`src/rtl/dds_sweep_ctrl.sv`:
```
// Stepped linear frequency-sweep sequencer feeding K/P of the DDS phase-accumulator core.
// Optional triangle (up/down) sweep is built only when DDS_SWEEP_BIDIR_EN is defined.
module dds_sweep_ctrl #(
  parameter int KW = 32,
  parameter int PW = 11,
  parameter int CW = 16
) (
  input  logic          clk,
  input  logic          rst_n,
  input  logic          start,
  input  logic          stop,
  input  logic [KW-1:0] f_start,
  input  logic [KW-1:0] f_step,
  input  logic [CW-1:0] n_steps,
  input  logic [CW-1:0] dwell,
  input  logic [PW-1:0] p_off,
  input  logic          cont,
  input  logic          bidir,
  output logic [KW-1:0] K,
  output logic [PW-1:0] P,
  output logic          busy,
  output logic          step_tick,
  output logic          done
);

  typedef enum logic [1:0] {IDLE, RUN, FINISH} state_t;

  state_t        state_q;
  logic [KW-1:0] f_start_q;
  logic [KW-1:0] f_step_q;
  logic [CW-1:0] last_q;
  logic [CW-1:0] dwell_q;
  logic          cont_q;
  logic [CW-1:0] dwell_cnt_q;
  logic [CW-1:0] idx_q;
  logic [KW-1:0] k_q;
  logic [PW-1:0] p_q;
  logic          busy_q;
  logic          tick_q;
  logic          done_q;

  logic [KW-1:0] k_d;
  logic [CW-1:0] idx_d;
  logic          ramp_end;

`ifdef DDS_SWEEP_BIDIR_EN
  logic          bidir_q;
  logic          down_q;
  logic          down_d;
`else
  logic          unused_bidir;
  assign unused_bidir = bidir;
`endif

  // Next frequency/index once the current dwell expires; ramp_end marks the end of a pass.
  always_comb begin
    k_d      = k_q + f_step_q;
    idx_d    = idx_q + CW'(1);
    ramp_end = 1'b0;
`ifdef DDS_SWEEP_BIDIR_EN
    down_d   = down_q;
    if (down_q) begin
      k_d   = k_q - f_step_q;
      idx_d = idx_q - CW'(1);
      if (idx_q == '0) begin
        ramp_end = 1'b1;
        down_d   = 1'b0;
        k_d      = k_q + f_step_q;
        idx_d    = CW'(1);
      end
    end else if (idx_q == last_q) begin
      if (bidir_q && (last_q != '0)) begin
        down_d = 1'b1;
        k_d    = k_q - f_step_q;
        idx_d  = idx_q - CW'(1);
      end else begin
        ramp_end = 1'b1;
        k_d      = f_start_q;
        idx_d    = '0;
      end
    end
`else
    if (idx_q == last_q) begin
      ramp_end = 1'b1;
      k_d      = f_start_q;
      idx_d    = '0;
    end
`endif
  end

  always_ff @(posedge clk or negedge rst_n) begin
    if (!rst_n) begin
      state_q     <= IDLE;
      f_start_q   <= '0;
      f_step_q    <= '0;
      last_q      <= '0;
      dwell_q     <= '0;
      cont_q      <= 1'b0;
      dwell_cnt_q <= '0;
      idx_q       <= '0;
      k_q         <= '0;
      p_q         <= '0;
      busy_q      <= 1'b0;
      tick_q      <= 1'b0;
      done_q      <= 1'b0;
`ifdef DDS_SWEEP_BIDIR_EN
      bidir_q     <= 1'b0;
      down_q      <= 1'b0;
`endif
    end else begin
      case (state_q)
        IDLE: begin
          tick_q <= 1'b0;
          done_q <= 1'b0;
          if (start && !stop) begin
            f_start_q   <= f_start;
            f_step_q    <= f_step;
            last_q      <= (n_steps == '0) ? '0 : n_steps - CW'(1);
            dwell_q     <= dwell;
            cont_q      <= cont;
            dwell_cnt_q <= '0;
            idx_q       <= '0;
            k_q         <= f_start;
            p_q         <= p_off;
            busy_q      <= 1'b1;
            tick_q      <= 1'b1;
            state_q     <= RUN;
`ifdef DDS_SWEEP_BIDIR_EN
            bidir_q     <= bidir;
            down_q      <= 1'b0;
`endif
          end
        end
        RUN: begin
          if (stop) begin
            state_q <= IDLE;
            busy_q  <= 1'b0;
            tick_q  <= 1'b0;
          end else if (dwell_cnt_q != dwell_q) begin
            dwell_cnt_q <= dwell_cnt_q + CW'(1);
            tick_q      <= 1'b0;
          end else begin
            dwell_cnt_q <= '0;
            if (ramp_end && !cont_q) begin
              state_q <= FINISH;
              done_q  <= 1'b1;
              tick_q  <= 1'b0;
            end else begin
              k_q    <= k_d;
              idx_q  <= idx_d;
              tick_q <= 1'b1;
`ifdef DDS_SWEEP_BIDIR_EN
              down_q <= down_d;
`endif
            end
          end
        end
        FINISH: begin
          state_q <= IDLE;
          busy_q  <= 1'b0;
          done_q  <= 1'b0;
          tick_q  <= 1'b0;
        end
        default: begin
          state_q <= IDLE;
          busy_q  <= 1'b0;
          done_q  <= 1'b0;
          tick_q  <= 1'b0;
        end
      endcase
    end
  end

  assign K         = k_q;
  assign P         = p_q;
  assign busy      = busy_q;
  assign step_tick = tick_q;
  assign done      = done_q;

endmodule
```
`config.mk`:
```
export PLATFORM = sky130hd
export DESIGN_NAME = dds_sweep_ctrl
export DESIGN_NICKNAME = d
export VERILOG_FILES = /design/src/rtl/dds_sweep_ctrl.sv
export SDC_FILE = /design/constraint.sdc
export NUM_CORES = 1
export LEC_CHECK = 0
export CAP_MARGIN = 0
export CELL_PAD_IN_SITES_DETAIL_PLACEMENT = 1
export CELL_PAD_IN_SITES_GLOBAL_PLACEMENT = 1
export CORE_AREA = 2 2 212 194
export CTS_BUF_LIST = sky130_fd_sc_hd__clkbuf_8
export CTS_CLUSTER_SIZE = 14
export DETAILED_ROUTE_END_ITERATION = 10
export DIE_AREA = 0 0 214 196
export PLACE_DENSITY = 0.63
export SYNTH_ARGS = -nofsm -noshare
export SYNTH_HDL_FRONTEND = slang
export SYNTH_SLANG_ARGS = --single-unit
```
`constraint.sdc`:
```
create_clock -name clk -period 3.45 [get_ports clk]
set_input_delay 1.035 -clock clk [delete_from_list [all_inputs] [get_ports clk]]
set_output_delay 1.035 -clock clk [all_outputs]
set_load 0.01 [all_outputs]
```
==> flow_summary.ini <==
[status]
status = finished clean

[layout]
final_common_cell = nand2_1
nets = 1449
layout_common_cells = nand2_1 (377), dfrtp_1 (177), clkdlybuf4s50_1 (156), o21ai_0 (91), nor2_1 (54)
syn_to_final_growth_pct = 26.9
drive_gt1_share_pct = 5.63
n_antenna_cell = 0

[route]
firstDrtPassIters = 4
drt_iter0_drc = 415
ant_nets = 0
routed-via-count = 8649
wl_per_cell_um = 17.4
finalWirelength_um = 32200
drc = 0
viasPerCell = 4.67

[clock_tree]
path_clk_slew_ns = 0.10
cts_root_buffer = clkbuf_8
insertion_delay_ns = 0.50
clock-sinks = 177
ctsHtreeMaxLevel = 4
cts_resized = 0
cts_buffers = 17
cts_hold_buf = 0
cts_buffer_depth = 2
postCtsSetupRepairBufs = 0
cts_tree = done

[placed_design]
gp_congestion = 0.816
port_buffers = 157
place_ws_ns = 0.0823
dp_hpwl_um = 23500

[worst_setup_path]
cp_max_fo = 3
worstSetupPathType = reg2reg
path_buf_inv = 0
crit_required_ns = 3.88
crit_start = K[0]
r2r-start = K[0]
crit_family = compound AO/OA/AOI/OAI gates
crit_path_top_delay_cell = fa_1
slowest_delay_ns = 0.42
path_cells = ha_1, fa_1, a21oi_1, o221ai_2, nand3_1, a211o_1, a21oi_2, o31ai_2, mux2_4, a211oi_2
cp-end-kind = flip-flop
worst-endpoint-arrival_ns = 3.40
critPathLaunchType = flip-flop

[synthesis]
netlist_top_cells_area = dfrtp_1 (45%), nand2_1 (14%), o21ai_0 (4.6%), ha_1 (4.3%), xor2_1 (4.2%)
synth_cell_type_count = 71
ys_warn_count = 0
synth_seq_cells = 177
yosys.area.top_type = dfrtp_1
yosysSeqAreaShare_pct = 45.1
synthesis.area_um2 = 9820
syn_inst = 1159
synth_nets = 1307
avgSynthCellArea_um2 = 8.47
synth_edf_count = 0
synth_top_area_share_pct = 45.1
ys.flop_type = dfrtp_1
synth-async-reset-ratio_pct = 100

[floorplanning]
io_pins = 159
core_area_um2 = 39900
die_x_um = 214
die-area_um2 = 41900
row_count = 70
fp.dieH_um = 196
start_util_pct = 24.6

[worst_hold_path]
min_path_type = reg2reg
hold_start = f_start_q[5]

[timing]
slew_viol_final = 0
maxSlewHeadroom_pct = 26.6
worstMarginPinSlew_ns = 1.10
setup_violations = 0
setup_tns_ns = 0
fin_crit_sh_pct = 86.3
rsz0062_at_grt = false
finClkSkew_ns = 0.0162
period_minus_slack_ns = 2.98
max_freq_ghz = 0.336
setup_slack_ns = 0.474
finalHoldViolations = 0

[global_routing]
grt_max_degree = 108
antenna_found_initial = 0
grt_pass1_vias = 9020
grt_pass1_wl_um = 51600
gr-usage-all-layers_pct = 15.8
grt-ovfl-total = 0

[pwr]
p_leak_nw = 5.75
ir_drop_v = 0.000190
power_density_nw_per_um2 = 561

[run]
drv_cap = 0
[worst register-to-register path, cell delays in order (launching register included)]
cell	delay [ns]
dfrtp_1	0.41
ha_1	0.25
fa_1	0.42
a21oi_1	0.34
o221ai_2	0.22
nand3_1	0.18
a211o_1	0.23
a21oi_2	0.08
o31ai_2	0.23
mux2_4	0.33
a211oi_2	0.21
[path summary, 6_finish.rpt]
| path | end | slack (ns) | cells after the start |
|---|---|---|---|
| max | K[28] | 0.47 | 10 |
| min | f_start_q[5] | 0.48 | 2 |
| max reg2reg | K[28] | 0.47 | 10 |
| min reg2reg | f_start_q[5] | 0.48 | 2 |
| max in group asynchronous | dwell_q[11] | 2.10 | 2 |
| min in group asynchronous | last_q[9] | 0.53 | 1 |
[logic make-up (layout without fill, tap and decap cells)]
| kind of cell | after synthesis | in the layout | synth area share, % |
|---|---|---|---|
| muxes | 10 | 10 | 1.11 |
| adders and majority gates | 35 | 35 | 4.54 |
| DFF | 177 | 177 | 45.1 |
| xor gates and xnor gates | 74 | 74 | 6.60 |
| and+or+nand+nor | 549 | 549 | 23.8 |
| AOI/OAI and AO/OA | 241 | 241 | 15.4 |
| buffers and inverters | 73 | 228 | 3.38 |
[routing by layer]
layer	part of all wire (%)	vias to the layer above	track usage (%)
met5	0	-	0
met4	1.1	0	3.73
met3	3.8	22	3.50
met2	45	132	25.0
met1	50	4271	21.8
li1	-	4224	-
[cell type report]
type	count	area (µm²)
inverters	16	62.6
clock inverters	12	131
clock buffers	20	275
repair buffers	180	1820
fillers	4715	27400
multi-input cells	909	5070
flip-flops and latches	177	4430
well taps	540	676
[state kept, by name, indices dropped and copies added (netlist names)]
register and cells:
f_step_q 32, f_start_q 32, state_q 2, step_tick 1, done 1, busy 1
idx_q 16, K 32, dwell_q 16, P 11, last_q 16, cont_q 1
dwell_cnt_q 16
[report_power, final]
group          total, W  switching (W)  internal (W)
combinational   0.00270        0.00146       0.00124
sequential      0.00276       0.000322       0.00244
clock           0.00154       0.000838      0.000704
total           0.00700        0.00262       0.00438
[cells in the mapped netlist (7+ instances only)]
master    count
ha_1         34
dfrtp_1     177
nor4_1        9
clkbuf_1     34
and3_1       16
nand3_1      18
a211oi_1      7
nor2b_1      10
a21oi_1      53
inv_1        15
buf_2         9
or3_1        16
nand2_1     378
nor2_1       54
a21o_1       18
a31oi_1      10
xnor2_1      27
o21ai_0      91
nand4_1      11
nor3_1       15
o211ai_1      7
xor2_1       47
[through the flow]
stage | instances | utilization, % | hold WS [ns] | area (µm²) | total power [W]
3_3_place_gp | 1822 | 30.3 | 0.457 | 12100 | 0.00543
4_1_cts | 1854 | 31.3 | 0.486 | 12500 | 0.00712
2_1_floorplan | 1159 | - | 0.435 | 9820 | 0.00447
6_report | 1854 | 31.3 | 0.482 | 12500 | 0.00700
3_5_place_dp | 1822 | 30.3 | 0.462 | 12100 | 0.00551
5_1_grt | 1854 | 31.3 | 0.511 | 12500 | 0.00754
(Power assumes the default switching activity.)
